<file path="src/rtl/dmem_arbiter.sv">
// Two-port data memory arbiter with round-robin grant; sub-word stores are done
// as read-modify-write against a word-wide memory with a combinational read port.
module dmem_arbiter #(
    parameter int ADDR_WIDTH = 32,
    parameter int DATA_WIDTH = 32,
    parameter int MEM_WORDS  = 64
) (
    input  logic                  clk,
    input  logic                  reset,
    input  logic                  req0_valid,
    output logic                  req0_ready,
    input  logic                  req0_we,
    input  logic [ADDR_WIDTH-1:0] req0_addr,
    input  logic [2:0]            req0_funct3,
    input  logic [DATA_WIDTH-1:0] req0_wdata,
    output logic                  rsp0_valid,
    output logic [DATA_WIDTH-1:0] rsp0_rdata,
    output logic                  rsp0_err,
    input  logic                  req1_valid,
    output logic                  req1_ready,
    input  logic                  req1_we,
    input  logic [ADDR_WIDTH-1:0] req1_addr,
    input  logic [2:0]            req1_funct3,
    input  logic [DATA_WIDTH-1:0] req1_wdata,
    output logic                  rsp1_valid,
    output logic [DATA_WIDTH-1:0] rsp1_rdata,
    output logic                  rsp1_err,
    output logic [ADDR_WIDTH-1:0] mem_addr,
    output logic                  mem_wr_en,
    output logic [DATA_WIDTH-1:0] mem_wr_data,
    input  logic [DATA_WIDTH-1:0] mem_rd_data
);

    typedef enum logic [1:0] {IDLE, ACCESS, MERGE, RESP} state_t;

    localparam logic [ADDR_WIDTH-1:0] WORD_LIMIT = ADDR_WIDTH'(MEM_WORDS);

    state_t                state;
    logic                  prio;
    logic                  port_q;
    logic                  we_q;
    logic [1:0]            addr_lo_q;
    logic [2:0]            funct3_q;
    logic [15:0]           wdata_q;
    logic [DATA_WIDTH-1:0] rdata_q;
    logic                  err_q;
    logic [DATA_WIDTH-1:0] wr_data_q;
    logic [ADDR_WIDTH-1:0] mem_addr_q;

    logic                  grant_any;
    logic                  grant_port;
    logic                  sel_we;
    logic [ADDR_WIDTH-1:0] sel_addr;
    logic [2:0]            sel_funct3;
    logic [DATA_WIDTH-1:0] sel_wdata;
    logic                  sel_err;
    logic [7:0]            byte_sel;
    logic [15:0]           half_sel;
    logic [DATA_WIDTH-1:0] load_val;
    logic [DATA_WIDTH-1:0] merge_val;

    // Unsupported size, misalignment or an address past the end of memory.
    function automatic logic req_error(input logic [ADDR_WIDTH-1:0] a, input logic [2:0] f3);
        logic bad;
        case (f3)
            3'b000, 3'b100: bad = 1'b0;
            3'b001, 3'b101: bad = a[0];
            3'b010:         bad = (a[1:0] != 2'b00);
            default:        bad = 1'b1;
        endcase
        if ({2'b00, a[ADDR_WIDTH-1:2]} >= WORD_LIMIT) begin
            bad = 1'b1;
        end
        return bad;
    endfunction

    // With both ports valid the priority bit picks; a lone valid port always wins.
    always_comb begin
        grant_any  = req0_valid | req1_valid;
        grant_port = (req0_valid && req1_valid) ? prio : req1_valid;
        sel_we     = grant_port ? req1_we     : req0_we;
        sel_addr   = grant_port ? req1_addr   : req0_addr;
        sel_funct3 = grant_port ? req1_funct3 : req0_funct3;
        sel_wdata  = grant_port ? req1_wdata  : req0_wdata;
        sel_err    = req_error(sel_addr, sel_funct3);
    end

    always_comb begin
        byte_sel = mem_rd_data[{addr_lo_q, 3'b000} +: 8];
        half_sel = mem_rd_data[{addr_lo_q[1], 4'b0000} +: 16];
        case (funct3_q)
            3'b000:  load_val = {{(DATA_WIDTH-8){byte_sel[7]}}, byte_sel};
            3'b100:  load_val = {{(DATA_WIDTH-8){1'b0}}, byte_sel};
            3'b001:  load_val = {{(DATA_WIDTH-16){half_sel[15]}}, half_sel};
            3'b101:  load_val = {{(DATA_WIDTH-16){1'b0}}, half_sel};
            default: load_val = mem_rd_data;
        endcase
        merge_val = mem_rd_data;
        if (!funct3_q[0]) begin
            merge_val[{addr_lo_q, 3'b000} +: 8] = wdata_q[7:0];
        end else begin
            merge_val[{addr_lo_q[1], 4'b0000} +: 16] = wdata_q;
        end
    end

    always_ff @(posedge clk) begin
        if (reset) begin
            state      <= IDLE;
            prio       <= 1'b0;
            port_q     <= 1'b0;
            we_q       <= 1'b0;
            addr_lo_q  <= 2'b00;
            funct3_q   <= 3'b000;
            wdata_q    <= '0;
            rdata_q    <= '0;
            err_q      <= 1'b0;
            wr_data_q  <= '0;
            mem_addr_q <= '0;
        end else begin
            case (state)
                IDLE: begin
                    if (grant_any) begin
                        prio      <= ~grant_port;
                        port_q    <= grant_port;
                        we_q      <= sel_we;
                        addr_lo_q <= sel_addr[1:0];
                        funct3_q  <= sel_funct3;
                        wdata_q   <= sel_wdata[15:0];
                        rdata_q   <= '0;
                        if (sel_err) begin
                            err_q <= 1'b1;
                            state <= RESP;
                        end else begin
                            err_q      <= 1'b0;
                            wr_data_q  <= sel_wdata;
                            mem_addr_q <= {sel_addr[ADDR_WIDTH-1:2], 2'b00};
                            state      <= ACCESS;
                        end
                    end
                end
                ACCESS: begin
                    if (!we_q) begin
                        rdata_q <= load_val;
                        state   <= RESP;
                    end else if (funct3_q == 3'b010) begin
                        state <= RESP;
                    end else begin
                        wr_data_q <= merge_val;
                        state     <= MERGE;
                    end
                end
                MERGE:   state <= RESP;
                RESP:    state <= IDLE;
                default: state <= IDLE;
            endcase
        end
    end

    // Reset gates the strobes immediately so an abandoned merge never writes.
    assign req0_ready  = !reset && (state == IDLE) && grant_any && !grant_port;
    assign req1_ready  = !reset && (state == IDLE) && grant_any && grant_port;
    assign rsp0_valid  = !reset && (state == RESP) && !port_q;
    assign rsp1_valid  = !reset && (state == RESP) && port_q;
    assign rsp0_rdata  = rdata_q;
    assign rsp1_rdata  = rdata_q;
    assign rsp0_err    = err_q;
    assign rsp1_err    = err_q;
    assign mem_addr    = mem_addr_q;
    assign mem_wr_data = wr_data_q;
    assign mem_wr_en   = !reset && ((state == MERGE) ||
                         ((state == ACCESS) && we_q && (funct3_q == 3'b010)));

endmodule

</file>
<file path="config.mk">
export PLATFORM = sky130hd
export DESIGN_NAME = dmem_arbiter
export DESIGN_NICKNAME = d
export VERILOG_FILES = /design/src/rtl/dmem_arbiter.sv
export SDC_FILE = /design/constraint.sdc
export NUM_CORES = 1
export LEC_CHECK = 0
export CAP_MARGIN = 20
export CORE_MARGIN = 5
export CORE_UTILIZATION = 42
export CTS_CLUSTER_SIZE = 40
export DETAILED_ROUTE_END_ITERATION = 10
export MAX_ROUTING_LAYER = met4
export PLACE_DENSITY = 0.81
export RECOVER_POWER = 100
export SETUP_SLACK_MARGIN = 0.2
export SYNTH_ARGS = -nofsm -noshare
export SYNTH_HDL_FRONTEND = slang
export SYNTH_SLANG_ARGS = --single-unit
</file>
<file path="constraint.sdc">
create_clock -name clk -period 3.5 [get_ports clk]
set_clock_uncertainty 0.2 [all_clocks]
set_input_delay 0.525 -clock clk [delete_from_list [all_inputs] [get_ports clk]]
set_output_delay 0.525 -clock clk [all_outputs]
set_load 0.01 [all_outputs]
</file>
After elaboration in Yosys (flattened, before gate mapping):

Index checks and enable logic that the tools add are counted.

* input port bits: 172
* flip-flop bits (word level): 121
* output and inout port bits: 135

* bitwise gates (word level): 3
* muxes and demuxes: 25
* reductions and logical operators: 26
* magnitude comparators: 1
* add/subtract/negate cells: 2
* shift-type cells: 6
* equality and inequality tests: 16

Operators by type and width (number)
* 2-to-1 mux 32 bit: 9
* one-hot mux 32 bit (2 select lines): 2
* one-hot mux 32 bit (4 select lines): 1
* bitwise mux 32 bit: 2
* variable shift 16 x 7 -> 32 bit (first input constant): 1
* variable shift 8 x 7 -> 32 bit (first input constant): 1
* variable part select 16 x 7 -> 32 bit: 1
* variable part select 32 x 6 -> 16 bit: 1
* variable part select 32 x 6 -> 8 bit: 1
* variable part select 8 x 7 -> 32 bit: 1
* greater-or-equal comparator 30 x 7 -> 1 bit (second input constant): 1
* negator 5 -> 7 bit: 2
* equality test 3 bit (second input constant): 4
* logical AND 1 bit: 11
* inequality test 2 bit (second input constant): 5
* one-hot mux 2 bit (4 select lines): 1
* equality test 3 x 1 -> 1 bit (second input constant): 2
* equality test 3 x 2 -> 1 bit (second input constant): 2
* logical NOT 3 bit: 2
* 2-to-1 mux 1 bit: 6
* AND reduction 3 bit: 2
* AND reduction 5 bit: 1
* equality test 2 bit (second input constant): 2
* 2-to-1 mux 2 bit: 2
* other kinds (11): 16

Depth between registers and ports, before layout:

* word-level depth: 10
* depth in mapped cells: 10
* mapped depth without buffers: 8

Least setup slack after synthesis:

Ideal clock, no wire load.

* path kind: input port to flip-flop
* start: input req0_addr[10]
* end: register wr_data_q[4], in the netlist mem_wr_data[4]
* setup slack: 0.573 ns
* arrival time: 2.667 ns
* cell stages on the path: 6
* data required time: 3.240 ns
* path buffers: 1
* library setup time: 0.060 ns
* cells stage by stage: or4_1 -> or4_4 -> a2111o_1 -> buf_6 -> a2111oi_2 -> a41o_1

* cells in the longest elaborated chain, start to end: 5

RTL lines
* from (decl): RTL line 13 `input logic [ADDR_WIDTH-1:0] req0_addr,`
* 2-to-1 mux 32 bit: RTL line 82 `sel_addr = grant_port ? req1_addr : req0_addr;`
* greater-or-equal comparator 30 x 7 -> 1 bit: RTL line 71 `if ({2'b00, a[ADDR_WIDTH-1:2]} >= WORD_LIMIT) begin`
* 2-to-1 mux 1 bit: RTL line 71
* inequality test 2 bit (no source line)
* AND reduction 5 bit (no source line)
* to (signal assigned): RTL line 135 `wr_data_q <= sel_wdata;`
* to (signal assigned): RTL line 148 `wr_data_q <= merge_val;`
* to (decl): RTL line 47 `logic [DATA_WIDTH-1:0] wr_data_q;`

No other way between the ends.
A chain may end at the register's enable or synchronous reset.

Worst setup path after layout:

* start: input req0_addr[10]
* end: register wr_data_q[10], in the netlist mem_wr_data[10]

The elaborated chain is that of the path after synthesis.

==> impl_metrics.tcl <==
set metrics [dict create \
    drive_gt1_frac 0.0720 \
    via_count 7450 \
    worstMarginPinSlew_ns 1.15 \
    pre_cts_slack_ns 0.0426 \
    synthCells 850 \
    fin_area_um2 10400 \
    grt_pass1_vias 7199 \
    wire_per_inst_um 19.0 \
    num_rows 46 \
    antenna_found_initial 0 \
    wl_um 25200 \
    cp_max_fo 24 \
    dr.max_layer_used "met4" \
    wl_met2_um 12100 \
    ys_seq_elements 121 \
    areaGrowthSynthToFinish_pct 54.0 \
    fin_util 0.657 \
    multiInputGateArea_um2 3720 \
    layout.nets 1279 \
    fp.dieH_um 137 \
    yosysUniqueCellTypes 51 \
    ys_warn_count 0 \
    start_kind "input port" \
    postRouteAntennaNets 0 \
    synth.avg_cell_area_um2 7.91 \
    crit_type "input port to flip-flop" \
    cts_resized 0 \
    die_w_um 137 \
    wl_met1_um 10100 \
    cts_setup_buffers 0 \
    worst-endpoint-required_ns 3.64 \
    synth_edf_count 0 \
    coreArea_um2 15800 \
    finalWorstSetupSlack_ns 0.281 \
    start_util 0.426 \
    root_buffer "clkbuf_16" \
    cp_data_arrival_time_ns 3.36 \
    place_congestion 0.920 \
    dr.pass1.iters 6 \
    status "finished, final reports clean" \
    synth_most_common_cell "nand2_1" \
    setup_violations 0 \
    clk_pin_slew_ns 0.06 \
    rsz0062_at_grt "no" \
    cts_max_path_buffers 2 \
    ios 307 \
    wl_met3_um 2420 \
    netlist_area_um2 6720 \
    dpl_cell_area_um2 9750 \
    dpl.hpwl_um 18900 \
    synth_top_area_cell "dfxtp_1" \
    powerDensity_nw_per_um2 593 \
    drc_errors 0 \
    finalMaxSlewViolations 0 \
    clock_latency_ns 0.42 \
    synth_common_cells "154 x nand2_1, 121 x dfxtp_1, 66 x a21oi_1" \
    timing.final.crit_period_ns 3.22 \
    grt_pass1_wl_um 38200 \
    crit_path_end_kind "flip-flop" \
    dieArea_um2 18600 \
    track_usage 0.270 \
    maxSlewHeadroom 0.234 \
    num-fill-cells 1388 \
    n_antenna_cell 0 \
    synth_top_area_frac 0.360 \
    ys_seq_area_frac 0.360 \
    ys_async_sr_fraction 0 \
    grt_remaining_overflow 0 \
    viasPerCell 5.61 \
    fmax_mhz 311 \
    p_total_mw 6.14 \
    htreeDepth 4 \
    clock-sinks 121 \
    drt_iter0_drc 791 \
    seq_area_um2 2420 \
    tns_ns 0 \
    p_leak_nw 4.39 \
    yosys-top-cells-area "dfxtp_1 36%, nand2_1 8.6%, a21oi_1 4.9%" \
    finalCritPeriodShare 0.920 \
    cts_buffers 17 \
    grt_max_degree 45 \
    cts_hold_buf 0 \
    hold_violations 0 \
    synth_ff_type "dfxtp_1" \
    port_buffers 304 \
    maxCapViolCount 0 \
    vdd_drop_max_uv 398 \
    cts_tree "done" \
    hold_class "input port to flip-flop" \
]
==> per-stage QoR <==
| step | instances | hold WS, ns |
|---|---|---|
| after floorplan | 851 | 0.239 |
| after global placement | 1294 | 0.238 |
| after detailed placement | 1294 | 0.251 |
| after CTS | 1326 | 0.133 |
| after global routing | 1327 | 0.140 |
| final | 1327 | 0.146 |
==> path summary, 6_finish.rpt <==
check,from,end,slack [ns],depth (start not counted)
worst min-delay path,reset,port_q,0.15,2
worst max register to register,state[0],rsp0_rdata[23],0.47,9
worst max-delay path,req0_addr[10],mem_wr_data[10],0.28,8
worst min register to register,mem_addr[7],mem_addr[7],0.25,2
==> critical path: stages <==
cell and delay [ns]:
clkdlybuf4s50_1 0.40, or4_1 0.52, or4_1 0.54, clkbuf_1 0.16, a2111oi_4 0.36, clkbuf_2 0.48
o221ai_1 0.18, a21oi_1 0.18
==> cells by family after synthesis <==
family | synth area share
flops | 0.360
other cells | 0.000558
simple gates | 0.217
fa+ha+maj | 0.0167
buf+inv | 0.0869
mux | 0.0421
compound gates | 0.276
==> flip-flops by register name (all words and copies together) (netlist names) <==
| register | cells |
|---|---|
| state | 2 |
| rsp0_rdata | 32 |
| wdata_q | 16 |
| rsp0_err | 1 |
| mem_addr | 30 |
| prio | 1 |
| port_q | 1 |
| we_q | 1 |
| addr_lo_q | 2 |
| mem_wr_data | 32 |
| funct3_q | 3 |
==> layer usage <==
layer / track usage / vias to the layer above
met4: 0.0879 / 0
met2: 0.430 / 383
met3: 0.0750 / 40
met1: 0.332 / 3446
li1: - / 3581
met5: - / -
==> placed cells by master (no fill, tap or decap), types with 3 or more instances in the layout <==
master / Yosys / layout
mux2_2: 8 / 8
dlygate4sd3_1: 0 / 130
a21o_1: 13 / 13
nor3_1: 6 / 5
a221oi_1: 33 / 33
o22ai_1: 8 / 8
and2_1: 10 / 3
clkbuf_8: 0 / 3
or4_1: 2 / 3
mux2i_1: 17 / 17
bufinv_16: 0 / 4
a2111oi_0: 3 / 3
clkdlybuf4s50_1: 0 / 173
o211ai_1: 10 / 10
dfxtp_1: 121 / 120
nand3_1: 20 / 20
a2111oi_2: 4 / 4
clkinvlp_4: 0 / 3
clkinv_2: 0 / 4
buf_4: 35 / 21
nand2_1: 154 / 154
nand4_1: 9 / 9
inv_1: 8 / 8
nor2b_1: 32 / 31
ha_1: 9 / 9
a21oi_1: 66 / 66
a41o_1: 8 / 8
nor4_1: 9 / 9
and2_0: 0 / 7
o221ai_1: 24 / 24
and3_1: 25 / 25
nor2_1: 38 / 38
clkbuf_2: 0 / 5
clkbuf_1: 62 / 4
clkbuf_16: 0 / 17
a211oi_1: 25 / 25
a311oi_1: 7 / 7
o21ai_0: 46 / 46
==> area by class of cell <==
class / count / share of cell area
clock buffers: 20 / 0.0451
flip-flops and latches: 121 / 0.234
repair buffers: 335 / 0.314
multi-input cells: 612 / 0.360
well taps: 216 / 0.0261
clock inverters: 12 / 0.0166
inverters: 11 / 0.00399
==> where the power goes <==
part / leakage [nW] / total, mW / switching, mW / internal [mW]
Sequential: 0.982 / 1.79 / 0.209 / 1.58
Clock: 0.308 / 1.89 / 0.644 / 1.24
Combinational: 3.10 / 2.47 / 1.44 / 1.03
(Power assumes the default switching activity.)
